`config.mk`:
```
export PLATFORM = sky130hd
export DESIGN_NAME = pipe_stage_chain
export DESIGN_NICKNAME = d
export VERILOG_FILES = /design/src/rtl/pipe_pkg.sv /design/src/rtl/pipe_stage.sv /design/src/rtl/pipe_stage_chain.sv
export SDC_FILE = /design/constraint.sdc
export NUM_CORES = 1
export LEC_CHECK = 0
export CORE_MARGIN = 2
export CORE_UTILIZATION = 48
export CTS_CLUSTER_DIAMETER = 50
export CTS_CLUSTER_SIZE = 16
export DETAILED_ROUTE_END_ITERATION = 8
export PLACE_DENSITY = 0.79
export SYNTH_ARGS = -nofsm -noshare
export SYNTH_HDL_FRONTEND = slang
export SYNTH_SLANG_ARGS = --single-unit
export TNS_END_PERCENT = 100
```
`constraint.sdc`:
```
create_clock -name clk -period 2.3 [get_ports clk]
set_input_delay 0.23 -clock clk [delete_from_list [all_inputs] [get_ports clk]]
set_output_delay 0.23 -clock clk [all_outputs]
set_load 0.05 [all_outputs]
```
`src/rtl/pipe_pkg.sv`:
```
// Shared pipeline definitions: datapath width and the {valid, data} stage
// bundle. The core's decode/execute payload structs build on these.
package pipe_pkg;

    localparam int PIPE_W = 32;

    typedef struct packed {
        logic              valid;
        logic [PIPE_W-1:0] data;
    } stage_t;

endpackage

```
`src/rtl/pipe_stage.sv`:
```
// One pipeline register: a valid bit plus payload. It loads when told to
// advance, clears its valid bit on flush and exposes its next valid state
// so the parent can keep a registered occupancy count.
module pipe_stage
    import pipe_pkg::*;
#(
    parameter int WIDTH = PIPE_W
) (
    input  logic             clk,
    input  logic             reset,
    input  logic             adv,
    input  logic             flush,
    input  logic             in_valid,
    input  logic [WIDTH-1:0] in_data,
    output logic             valid_nxt,
    output logic             out_valid,
    output logic [WIDTH-1:0] out_data
);

    logic             valid_d, valid_q;
    logic [WIDTH-1:0] data_d,  data_q;

    // Next state: take upstream on advance; payload loads only for a real entry.
    always_comb begin
        valid_d = valid_q;
        data_d  = data_q;
        if (adv) begin
            valid_d = in_valid;
            if (in_valid) begin
                data_d = in_data;
            end
        end
        if (flush) begin
            valid_d = 1'b0;
        end
    end

    // Stage register with asynchronous clear.
    always_ff @(posedge clk or posedge reset) begin
        if (reset) begin
            valid_q <= 1'b0;
            data_q  <= '0;
        end else begin
            valid_q <= valid_d;
            data_q  <= data_d;
        end
    end

    assign valid_nxt = valid_d;
    assign out_valid = valid_q;
    assign out_data  = data_q;

endmodule

```
`src/rtl/pipe_stage_chain.sv`:
```
// DEPTH-stage valid/ready pipeline register chain with flush.
// ELASTIC=1 squeezes out bubbles (a stage moves when the one ahead is empty
// or moving); ELASTIC=0 stalls every stage together on output backpressure.
// out_ready reaches in_ready combinationally; in_valid never reaches out_valid.
module pipe_stage_chain
    import pipe_pkg::*;
#(
    parameter int WIDTH   = PIPE_W,
    parameter int DEPTH   = 2,
    parameter int ELASTIC = 1
) (
    input  logic                       clk,
    input  logic                       reset,
    input  logic                       flush,
    input  logic                       in_valid,
    output logic                       in_ready,
    input  logic [WIDTH-1:0]           in_data,
    output logic                       out_valid,
    input  logic                       out_ready,
    output logic [WIDTH-1:0]           out_data,
    output logic [$clog2(DEPTH+1)-1:0] occupancy
);

    localparam int OCC_W = $clog2(DEPTH+1);

    logic [DEPTH-1:0] v;
    logic [DEPTH-1:0] v_nxt;
    logic [DEPTH-1:0] adv;
    logic [WIDTH-1:0] stage_data [DEPTH];
    logic             in_acc;
    logic [OCC_W-1:0] occ_d, occ_q;

    // Advance chain: the last stage moves when empty or consumed; upstream
    // stages follow either the bubble-collapsing or the lock-step rule.
    always_comb begin
        adv            = '0;
        adv[DEPTH-1]   = !v[DEPTH-1] | out_ready;
        if (ELASTIC != 0) begin
            for (int i = DEPTH - 2; i >= 0; i--) begin
                adv[i] = !v[i] | adv[i+1];
            end
        end else begin
            for (int i = 0; i < DEPTH - 1; i++) begin
                adv[i] = adv[DEPTH-1];
            end
        end
    end

    // A flush cycle never accepts input.
    assign in_ready = adv[0] & !flush;
    assign in_acc   = in_valid & in_ready;

    for (genvar g = 0; g < DEPTH; g++) begin : g_stage
        if (g == 0) begin : g_head
            pipe_stage #(.WIDTH(WIDTH)) u_stage (
                .clk       (clk),
                .reset     (reset),
                .adv       (adv[g]),
                .flush     (flush),
                .in_valid  (in_acc),
                .in_data   (in_data),
                .valid_nxt (v_nxt[g]),
                .out_valid (v[g]),
                .out_data  (stage_data[g])
            );
        end else begin : g_body
            pipe_stage #(.WIDTH(WIDTH)) u_stage (
                .clk       (clk),
                .reset     (reset),
                .adv       (adv[g]),
                .flush     (flush),
                .in_valid  (v[g-1]),
                .in_data   (stage_data[g-1]),
                .valid_nxt (v_nxt[g]),
                .out_valid (v[g]),
                .out_data  (stage_data[g])
            );
        end
    end

    // Popcount of the next valid vector, so occupancy lines up with v.
    always_comb begin
        occ_d = '0;
        for (int i = 0; i < DEPTH; i++) begin
            occ_d = occ_d + OCC_W'(v_nxt[i]);
        end
    end

    // Occupancy register with asynchronous clear.
    always_ff @(posedge clk or posedge reset) begin
        if (reset) begin
            occ_q <= '0;
        end else begin
            occ_q <= occ_d;
        end
    end

    assign occupancy = occ_q;
    assign out_valid = v[DEPTH-1];
    assign out_data  = stage_data[DEPTH-1];

endmodule

```
==> results by group, run 1 <==
Run status
  • Status: completed

Clock tree
  • Post-cts sizing count: 0
  • Post-CTS Hold Buffers: 0
  • Reg clk slew, reported paths: 70 ps
  • Later-pin clock latency in the skew report: 330 ps
  • TritonCTS clock tree: built
  • CTS Root Cell: clkbuf_8
  • Clock Sinks: 68
  • CTS Buf Count: 9
  • Post-CTS Setup Bufs: 0
  • Max clock buf depth: 2
  • Depth of the CTS H-tree: 3

Flow run
  • MaxCap Viol Count: 0

Synthesis
  • Synth Area per Inst: 17.9 um^2
  • Post-synthesis net count: 188
  • Fraction of registers with async set/reset: 100%
  • Count leader, synth: dfrtp_1
  • Commonest cells in the netlist: 68 x dfrtp_1, 34 x mux2_2, 30 x mux2_4
  • Post-Syn Instances: 150
  • Cell variety after synth: 14
  • Synth Flop Type: dfrtp_1
  • Post-synthesis sequential area ratio: 63.4%
  • Synthesized area: 0.00269 mm^2
  • EDFF count, synth: 0
  • Main area contributors after synthesis: dfrtp_1 63%, mux2_4 17%, mux2_2 14%
  • Synth top area share: 63.4%
  • Post-synth top area cell: dfrtp_1
  • Synth Warn #: 0
  • Synth Register Bits: 68

Timing
  • Layout Skew: 8.23 ps
  • Tmin final: 1770 ps
  • Worst-case setup margin in the final layout: 532 ps
  • RSZ-0062 raised after global routing: no
  • Worst-margin pin slew: 526 ps
  • Setup TNS: 0 ps
  • Max frequency: 0.566 GHz
  • Final Cycle Share: 76.9%
  • Fin. max-slew vios: 0
  • Final setup viols: 0
  • Final Hold Vio Count: 0
  • Max-slew headroom: 64.8%

Detailed routing
  • Wire per inst: 15.7 um
  • Drt drc: 0
  • DRT Wirelength: 4830 um
  • Met2 wire length: 2370 um
  • Uppermost layer routed: met4
  • Initial drt markers: 59
  • Vias: 1487
  • Met1 wire length: 2100 um
  • Vias per cell: 4.83
  • Post-DRT Antenna Nets: 0
  • Metal3 WL: 321 um
  • DR pass1 iterations: 4

Power
  • Maximum vdd ir drop: 578 uV
  • Sw frac: 33.6%
  • Switch Pwr: 1.33 mW
  • Reg power frac: 39.6%
  • Cell Pwr Density: 1080 mW/mm^2
  • Int Pwr: 2.64 mW
  • Logic pwr share: 33.2%
  • Clk network pwr share: 27.2%
  • Leakage power: 1.67 nW

Cells and area
  • Fin area: 0.00368 mm^2
  • N_diodes: 0
  • Final core occ: 67.7%
  • Fill count: 408
  • Register area: 0.00170 mm^2
  • Multi-input logic area: 890 um^2
  • Layout net count: 269
  • Area Growth Syn to Fin: 37.1%
  • Finished Layout Cells: 308
  • Share of cells above drive strength 1: 37.3%

Worst setup path
  • Path depth of the worst reg2reg path: 4
  • Worst setup SP type: register
  • Critical path class: register to register
  • Worst EP required: 2520 ps
  • CP arrival: 1980 ps
  • CP Max Fanout: 32
  • Crit path max-delay family: simple AND/OR/NAND/NOR gates
  • Crit. path cell count: 4
  • Crit-path cells: and3b_1 > or3b_2 > buf_12 > mux2_4
  • Worst Setup End Kind: register
  • Worst path bufs/invs: 1
  • Crit-path max cell delay: 480 ps
  • CP max stage cell: or3b_2

Place
  • Post-DP HPWL: 3220 um
  • DP Cell Count: 292
  • IO Port Bufs: 72
  • Placement Setup Slack: 244 ps
  • DP Area: 0.00346 mm^2
  • GPL Wtd Cong: 0.746

Die
  • Die H: 78.8 um
  • Row cnt: 27
  • Initial core utilization: 49.4%
  • Full die area: 0.00621 mm^2
  • # IOs: 73
  • Die Wd: 78.8 um
  • Core Area: 0.00544 mm^2

Global routing
  • Vias in the first global route: 1631
  • First-pass GRT wire length: 7970 um
  • Initial antenna violation count: 0
  • Pin count of the biggest net entering global routing: 37
  • GRT Util Overall: 17.3%
  • Overflow after GRT: 0

Hold path
  • Worst min path class: input port to async pin
[final timing paths]
| kind | slack [ps] | startpoint | endpoint |
|---|---|---|---|
| max | 530 | g_stage[0].g_head.u_stage.out_valid$_DFF_PP0_ | g_stage[0].g_head.u_stage.out_data[13]$_DFFE_PP0P_ |
| min | 300 | reset | g_stage[0].g_head.u_stage.out_data[1]$_DFFE_PP0P_ |
| max reg2reg | 530 | g_stage[0].g_head.u_stage.out_valid$_DFF_PP0_ | g_stage[0].g_head.u_stage.out_data[13]$_DFFE_PP0P_ |
| min reg2reg | 500 | g_stage[0].g_head.u_stage.out_data[8]$_DFFE_PP0P_ | g_stage[1].g_body.u_stage.out_data[8]$_DFFE_PP0P_ |
| max in group asynchronous | 1650 | reset | g_stage[1].g_body.u_stage.out_data[25]$_DFFE_PP0P_ |
| min in group clk | 500 | g_stage[0].g_head.u_stage.out_data[8]$_DFFE_PP0P_ | g_stage[1].g_body.u_stage.out_data[8]$_DFFE_PP0P_ |
[per-layer routing]
layer | GRT usage, % | vias to the layer above
met5 | 0 | -
met4 | 8.95 | 0
met3 | 4.77 | 7
met2 | 26.8 | 49
met1 | 22.3 | 751
li1 | - | 680
[worst reg2reg max path: stages (launching register included)]
cell and delay [ps]:
dfrtp_1 400, and3b_1 210, or3b_2 480, buf_12 210, mux2_4 350
[power by group through the flow]
| stage | Sequential [mW] | Clock (mW) | Combinational (mW) |
|---|---|---|---|
| floorplan | 2.12 | 0 | 0.340 |
| global placement | 1.58 | 0 | 1.31 |
| detailed placement | 1.59 | 0 | 1.33 |
| CTS | 1.58 | 1.12 | 1.33 |
| global route | 1.61 | 1.16 | 1.38 |
| finish | 1.57 | 1.08 | 1.32 |
[registers in the layout (all words and copies together), names as in the netlist]
register and cells:
g_stage.g_head.u_stage.out_data 32, g_stage.g_body.u_stage.out_data 32, g_stage.g_body.u_stage.out_valid 1, g_stage.g_head.u_stage.out_valid 1
occupancy 2
[cells in the final DEF (no fill, tap or decap), drive strengths merged]
| cell type | netlist | layout |
|---|---|---|
| a21oi | 1 | 1 |
| and3b | 1 | 1 |
| buf | 7 | 6 |
| bufinv | 0 | 2 |
| clkbuf | 0 | 10 |
| clkdlybuf4s50 | 0 | 71 |
| clkinv | 0 | 1 |
| clkinvlp | 0 | 3 |
| dfrtp | 68 | 68 |
| ha | 1 | 1 |
| inv | 2 | 2 |
| mux2 | 64 | 64 |
| nand2 | 1 | 1 |
| nand2b | 1 | 1 |
| nor2 | 3 | 3 |
| or3b | 1 | 1 |
[cell type report]
cell class | instances | area share [%]
repair buffers | 77 | 20.9
multi-input cells | 73 | 24.2
flip-flops and latches | 68 | 46.2
clock inverters | 6 | 2.38
well taps | 72 | 2.45
inverters | 2 | 0.204
clock buffers | 10 | 3.74
[through the flow]
step	power, mW	hold WS, ps
after floorplan	2.46	308
after global placement	2.89	483
after detailed placement	2.92	493
after CTS	4.03	301
after global routing	4.15	341
final	3.97	304
[cells by family after synthesis]
group / count (synthesis) / synth area share (%)
DFF: 68 / 63.4
muxes: 64 / 31.0
buffers and inverters: 9 / 3.49
and+or+nand+nor: 7 / 1.44
AOI/OAI and AO/OA: 1 / 0.186
adders and majority gates: 1 / 0.466
Note: power is estimated with default switching activity, not from simulation.
==> inputs of run 2 (changes only) <==
==> constraint.sdc (replaced) <==
create_clock -name clk -period 1.9 [get_ports clk]
set_input_delay 0.19 -clock clk [delete_from_list [all_inputs] [get_ports clk]]
set_output_delay 0.19 -clock clk [all_outputs]
set_load 0.05 [all_outputs]
==> run 2 against run 1 <==
  * Register-to-register slack got worse by 350 ps
  * Sequential cell count unchanged
  * Largest power group unchanged
  * Sequential share of layout area decreased by 0.57 points
  * Final cell count increased by 0.65%
==> results by group, run 2 (same netlist as run 1, synthesis figures left out) <==
Detailed routing
  • Vias: 1479 (-0.54%)
  • Drt drc: 0 (unchanged)
  • Wire per inst: 15.0 um (-4.4%)
  • DR pass1 iterations: 4 (unchanged)
  • Post-DRT Antenna Nets: 0 (unchanged)
  • DRT Wirelength: 4650 um (-3.8%)
  • Initial drt markers: 51 (-14%)
  • Vias per cell: 4.77 (-1.2%)

Cells and area
  • Commonest cells after routing, fill and taps aside: 71 x clkdlybuf4s50_1, 68 x dfrtp_1, 34 x mux2_2
  • N_diodes: 0 (unchanged)
  • Finished Layout Cells: 310 (+0.65%)
  • Layout net count: 271 (+0.74%)
  • Area Growth Syn to Fin: 38.9%
  • Fin area: 0.00373 mm^2 (+1.3%)
  • Share of cells above drive strength 1: 37.8% (+0.53 points)
  • Fill count: 391 (-4.2%)
  • Most common cell after layout, fill and taps aside: clkdlybuf4s50_1

Clock tree
  • Reg clk slew, reported paths: 70 ps (about the same)
  • Post-CTS Setup Bufs: 0 (unchanged)
  • Post-cts sizing count: 0 (unchanged)
  • Later-pin clock latency in the skew report: 340 ps (about the same)
  • Max clock buf depth: 2 (unchanged)
  • CTS Root Cell: clkbuf_8
  • TritonCTS clock tree: built
  • Post-CTS Hold Buffers: 0 (unchanged)
  • CTS Buf Count: 9 (unchanged)
  • Depth of the CTS H-tree: 3 (unchanged)
  • Clock Sinks: 68 (unchanged)

Worst setup path
  • Reg2reg setup slack: 180 ps (-350 ps)
  • CP startpoint: g_stage[0].g_head.u_stage.out_valid$_DFF_PP0_
  • CP Max Fanout: 7 (-78%)
  • Worst setup SP type: register
  • Crit-path cells: and3b_1 > or3b_2 > buf_4 > mux2_4
  • Reg-to-Reg End: g_stage[0].g_head.u_stage.out_data[28]$_DFFE_PP0P_
  • CP max stage cell: or3b_2
  • R2R Path Start: g_stage[0].g_head.u_stage.out_valid$_DFF_PP0_
  • Path depth of the worst reg2reg path: 4 (unchanged)
  • Worst Setup EP: g_stage[0].g_head.u_stage.out_data[28]$_DFFE_PP0P_
  • Worst EP required: 2120 ps (-400 ps)
  • Crit-path max cell delay: 510 ps (+30 ps)
  • Worst Setup End Kind: register
  • CP arrival: 1940 ps (-40 ps)
  • Critical path class: register to register

Hold path
  • Worst min path class: input port to async pin

Global routing
  • Overflow after GRT: 0 (unchanged)
  • First-pass GRT wire length: 7470 um (-6.3%)
  • Initial antenna violation count: 0 (unchanged)
  • GRT Util Overall: 16.4% (-0.88 points)
  • Vias in the first global route: 1539 (-5.6%)
  • Pin count of the biggest net entering global routing: 69 (+86%)

Place
  • DP Cell Count: 294 (+0.68%)
  • Post-DP HPWL: 3160 um (-1.8%)
  • Placement Setup Slack: -99.3 ps (-343 ps)
  • GPL Wtd Cong: 0.698 (-6.5%)
  • IO Port Bufs: 72 (unchanged)
  • DP Area: 0.00351 mm^2 (+1.6%)

Timing
  • Layout Skew: 5.88 ps (-2.34 ps)
  • Final Hold Vio Count: 0 (unchanged)
  • Final Cycle Share: 90.6% (+14 points)
  • Worst-case setup margin in the final layout: 178 ps (-354 ps)
  • Final setup viols: 0 (unchanged)
  • RSZ-0062 raised after global routing: no
  • Tmin final: 1720 ps (-46.3 ps)
  • Max frequency: 0.581 GHz (+2.7%)
  • Setup TNS: 0 ps (unchanged)
  • Fin. max-slew vios: 0 (unchanged)
  • Worst-margin pin slew: 527 ps (+1.26 ps)
  • Max-slew headroom: 64.7% (-0.085 points)

Die
  • Initial core utilization: 49.4% (unchanged)
  • Row cnt: 27 (unchanged)
  • Core Area: 0.00544 mm^2 (unchanged)
  • Full die area: 0.00621 mm^2 (unchanged)
  • Die Wd: 78.8 um (unchanged)
  • # IOs: 73 (unchanged)
  • Die H: 78.8 um (unchanged)

Power
  • Leakage power: 1.70 nW (+1.5%)
  • Maximum vdd ir drop: 790 uV (+37%)
  • Cell Pwr Density: 1280 mW/mm^2 (+19%)

Flow run
  • MaxCap Viol Count: 0 (unchanged)

Run status
  • Status: completed
## run 2: power breakdown
part / internal (mW) / switching [mW] / total [mW]
clock network: 0.733 / 0.542 / 1.28
logic: 0.689 / 0.920 / 1.61
registers: 1.74 / 0.149 / 1.89
## run 2: final cells by class
cell class	instances	area [um^2]	share of cell area, %
clock buffer	9	124	3.32
clock inverter	7	91.3	2.45
inverter	2	11.3	0.302
multi-input combinational	73	890	23.9
sequential	68	1700	45.6
tap	72	90.1	2.42
timing repair buffer	79	821	22.0
## run 2: worst min path at each step
stage	endpoint	start
2_1_floorplan	g_stage[1].g_body.u_stage.out_valid$_DFF_PP0_	flush
3_3_place_gp	g_stage[0].g_head.u_stage.out_data[8]$_DFFE_PP0P_	g_stage[0].g_head.u_stage.out_data[8]$_DFFE_PP0P_
3_5_place_dp	g_stage[1].g_body.u_stage.out_data[15]$_DFFE_PP0P_	g_stage[1].g_body.u_stage.out_data[15]$_DFFE_PP0P_
4_1_cts	g_stage[0].g_head.u_stage.out_data[11]$_DFFE_PP0P_	reset
5_1_grt	g_stage[1].g_body.u_stage.out_data[14]$_DFFE_PP0P_	reset
6_report	g_stage[1].g_body.u_stage.out_data[14]$_DFFE_PP0P_	reset
## run 2: worst max-delay path, delay by kind of cell, from the launching register on
kind	cells	cell delay (ps)
buffers and inverters	1	210
DFF	1	390
muxes	1	300
and+or+nand+nor	2	700
## run 2: per-layer routing
| layer | part of all wire, % | track usage, % | up-vias |
|---|---|---|---|
| met5 | 0 | 0 | - |
| met3 | 7.2 | 6.02 | 11 |
| met4 | 2.6 | 9.47 | 0 |
| met2 | 43 | 22.6 | 49 |
| li1 | - | - | 690 |
| met1 | 47 | 22.3 | 729 |
## run 2: stage by stage
step	power, mW	hold slack, ps	util [%]
floorplan	2.98	268	-
detailed placement	3.54	491	64.6
CTS	4.83	298	68.6
global placement	3.51	487	64.6
finish	4.78	270	68.6
global route	4.99	302	68.6
==> inputs of run 3 (changes only) <==
--- a/config.mk
+++ b/config.mk
@@ -5,12 +5,13 @@
 export SDC_FILE = /design/constraint.sdc
 export NUM_CORES = 1
 export LEC_CHECK = 0
+export ABC_AREA = 1
 export CORE_MARGIN = 2
 export CORE_UTILIZATION = 48
 export CTS_CLUSTER_DIAMETER = 50
 export CTS_CLUSTER_SIZE = 16
 export DETAILED_ROUTE_END_ITERATION = 8
-export PLACE_DENSITY = 0.79
+export PLACE_DENSITY = 0.78
 export SYNTH_ARGS = -nofsm -noshare
 export SYNTH_HDL_FRONTEND = slang
 export SYNTH_SLANG_ARGS = --single-unit
==> run 3 against run 2 <==
  * Maximum frequency decreased by 3.0%
  * First-iteration DRC count increased to 2.7 times the previous value
  * Critical path depth decreased by 3
  * Non-clock buffer count increased by 5
  * Clock skew increased by 3.0 ps
  * Combinational power decreased by 30%
  * Critical endpoint is now out_valid
  * Largest cell class unchanged
  * Highest routed layer unchanged
==> results by group, run 3 <==
Run status
  • Status: completed

Global routing
  • GRT Util Overall: 21.5% (+5.1 points)
  • Initial antenna violation count: 0 (unchanged)
  • Pin count of the biggest net entering global routing: 69 (unchanged)
  • First-pass GRT wire length: 10400 um (+39%)
  • Overflow after GRT: 0 (unchanged)
  • Vias in the first global route: 2235 (+45%)

Timing
  • Max-slew headroom: 65.8% (+1.1 points)
  • RSZ-0062 raised after global routing: no
  • Final Cycle Share: 93.4% (+2.8 points)
  • Final setup viols: 0 (unchanged)
  • Tmin final: 1780 ps (+53.6 ps)
  • Setup TNS: 0 ps (unchanged)
  • Final Hold Vio Count: 0 (unchanged)
  • Fin. max-slew vios: 0 (unchanged)
  • Layout Skew: 8.85 ps (+2.97 ps)
  • Max frequency: 0.563 GHz (-3.0%)
  • Worst-margin pin slew: 511 ps (-16.3 ps)

Cells and area
  • Layout net count: 406 (+50%)
  • Fill count: 439 (+12%)
  • Final core occ: 68.0% (-0.59 points)
  • Register area: 0.00170 mm^2 (unchanged)
  • Most common cell after layout, fill and taps aside: nand2_1
  • Commonest cells after routing, fill and taps aside: 129 x nand2_1, 71 x clkdlybuf4s50_1, 68 x dfrtp_1
  • N_diodes: 0 (unchanged)
  • Multi-input logic area: 907 um^2 (+2.0%)
  • Share of cells above drive strength 1: 8.87% (-29 points)
  • Area Growth Syn to Fin: 36.1%

Synthesis
  • Synth top area share: 61.9% (-1.5 points)
  • Main area contributors after synthesis: dfrtp_1 62%, nand2_1 18%, nand4_1 7.3%
  • Post-Syn Instances: 296 (+97%)
  • Post-synthesis sequential area ratio: 61.9% (-1.5 points)
  • EDFF count, synth: 0 (unchanged)
  • Cell variety after synth: 14 (unchanged)
  • Synth Area per Inst: 9.29 um^2 (-48%)
  • Commonest cells in the netlist: 129 x nand2_1, 68 x dfrtp_1, 32 x nand3_1, 32 x nand4_1, 13 x buf_2
  • Post-synth top area cell: dfrtp_1
  • Synth Register Bits: 68 (unchanged)
  • Synthesized area: 0.00275 mm^2 (+2.4%)
  • Synth Warn #: 0 (unchanged)
  • Count leader, synth: nand2_1
  • Synth Flop Type: dfrtp_1
  • Fraction of registers with async set/reset: 100% (unchanged)
  • Post-synthesis net count: 334 (+78%)

Detailed routing
  • Metal3 WL: 482 um (+44%)
  • Post-DRT Antenna Nets: 0 (unchanged)
  • Vias: 2307 (+56%)
  • Initial drt markers: 136 (+170%)
  • Drt drc: 0 (unchanged)
  • Vias per cell: 5.20 (+8.9%)
  • Uppermost layer routed: met4
  • Wire per inst: 14.1 um (-5.8%)
  • Met2 wire length: 3110 um (+54%)
  • Met1 wire length: 2620 um (+21%)
  • DRT Wirelength: 6280 um (+35%)
  • DR pass1 iterations: 4 (unchanged)

Die
  • Die H: 79.7 um (+1.1%)
  • Row cnt: 27 (unchanged)
  • Full die area: 0.00635 mm^2 (+2.3%)
  • Core Area: 0.00551 mm^2 (+1.2%)
  • Initial core utilization: 49.9% (+0.55 points)
  • # IOs: 73 (unchanged)
  • Die Wd: 79.7 um (+1.1%)

Power
  • Maximum vdd ir drop: 612 uV (-23%)
  • Leakage power: 1.88 nW (+11%)
  • Cell Pwr Density: 1070 mW/mm^2 (-16%)

Clock tree
  • CTS Buf Count: 9 (unchanged)
  • Reg clk slew, reported paths: 60 ps (about the same)
  • Max clock buf depth: 2 (unchanged)
  • Post-CTS Setup Bufs: 0 (unchanged)
  • Depth of the CTS H-tree: 3 (unchanged)
  • Post-cts sizing count: 0 (unchanged)
  • Later-pin clock latency in the skew report: 330 ps (about the same)
  • CTS Root Cell: clkbuf_8
  • Clock Sinks: 68 (unchanged)
  • Post-CTS Hold Buffers: 0 (unchanged)
  • TritonCTS clock tree: built

Worst setup path
  • Worst setup SP type: register
  • Crit path max-delay family: buffers and inverters
  • CP Max Fanout: 3 (-4)
  • Worst path bufs/invs: 1 (unchanged)
  • Crit. path cell count: 1 (-3)
  • Worst Setup End Kind: output pin
  • CP max stage cell: clkdlybuf4s50_1
  • Crit-path max cell delay: 840 ps (+330 ps)
  • Worst EP required: 1710 ps (-410 ps)
  • CP startpoint: g_stage[1].g_body.u_stage.out_valid$_DFF_PP0_
  • CP arrival: 1590 ps (-350 ps)
  • Reg2reg setup slack: 610 ps (+430 ps)
  • Worst Setup EP: out_valid
  • Critical path class: register to output pin
  • Crit-path cells: clkdlybuf4s50_1
  • R2R Path Start: g_stage[1].g_body.u_stage.out_valid$_DFF_PP0_
  • Reg-to-Reg End: occupancy[0]$_DFF_PP0_
  • Path depth of the worst reg2reg path: 4 (unchanged)

Place
  • Post-DP HPWL: 4270 um (+35%)
  • IO Port Bufs: 72 (unchanged)
  • GPL Wtd Cong: 0.770 (+10%)

Hold path
  • Worst min path class: input port to async pin

Flow run
  • MaxCap Viol Count: 0 (unchanged)
-- run 3: through the flow --
stage          hold WS, ps  cells  area (um^2)  power, mW  setup slack [ps]
6_report               303    444         3740       4.01               125
5_1_grt                362    444         3740       4.20              72.5
4_1_cts                305    444         3740       4.05              86.1
3_5_place_dp           459    429         3550       2.95               304
3_3_place_gp           453    429         3550       2.92               349
2_1_floorplan          268    296         2750       2.51               277
-- run 3: worst register-to-register path, stage by stage, from the launching register on --
cell and delay (ps):
dfrtp_1 420, nand2_2 90, buf_4 190, a21oi_1 210
ha_1 260
-- run 3: worst min path at each step --
stage                                                                     to  slack, ps
after floorplan                g_stage[1].g_body.u_stage.out_valid$_DFF_PP0_        270
after global placement    g_stage[1].g_body.u_stage.out_data[17]$_DFFE_PP0P_        450
after detailed placement  g_stage[0].g_head.u_stage.out_data[28]$_DFFE_PP0P_        460
after CTS                 g_stage[1].g_body.u_stage.out_data[12]$_DFFE_PP0P_        300
after global routing           g_stage[1].g_body.u_stage.out_valid$_DFF_PP0_        360
final                     g_stage[1].g_body.u_stage.out_data[16]$_DFFE_PP0P_        300
-- run 3: report_power, final --
group / internal (mW) / switching (mW) / total (mW)
Clock: 0.608 / 0.487 / 1.10
Combinational: 0.393 / 0.733 / 1.13
Sequential: 1.66 / 0.123 / 1.79
Total: 2.66 / 1.34 / 4.01
-- run 3: logic make-up after synthesis --
group / after synthesis / synth area share (%)
fa+ha+maj: 1 / 0.455
compound gates: 2 / 0.364
buf+inv: 28 / 5.10
flops: 68 / 61.9
simple gates: 197 / 32.2
-- run 3: cell type report --
class                           count  share of cell area, %
Multi-Input combinational cell    200                   24.2
Inverter                            5                  0.602
Tap cell                           72                   2.41
Sequential cell                    68                   45.5
Clock inverter                      1                  0.134
Clock buffer                       14                   4.88
Timing Repair Buffer               84                   22.3
-- run 3: routing by layer --
metal	track usage [%]	up-vias
li1	-	1118
met2	34.8	95
met3	6.79	7
met1	27.4	1087
met4	7.24	0
met5	0	-
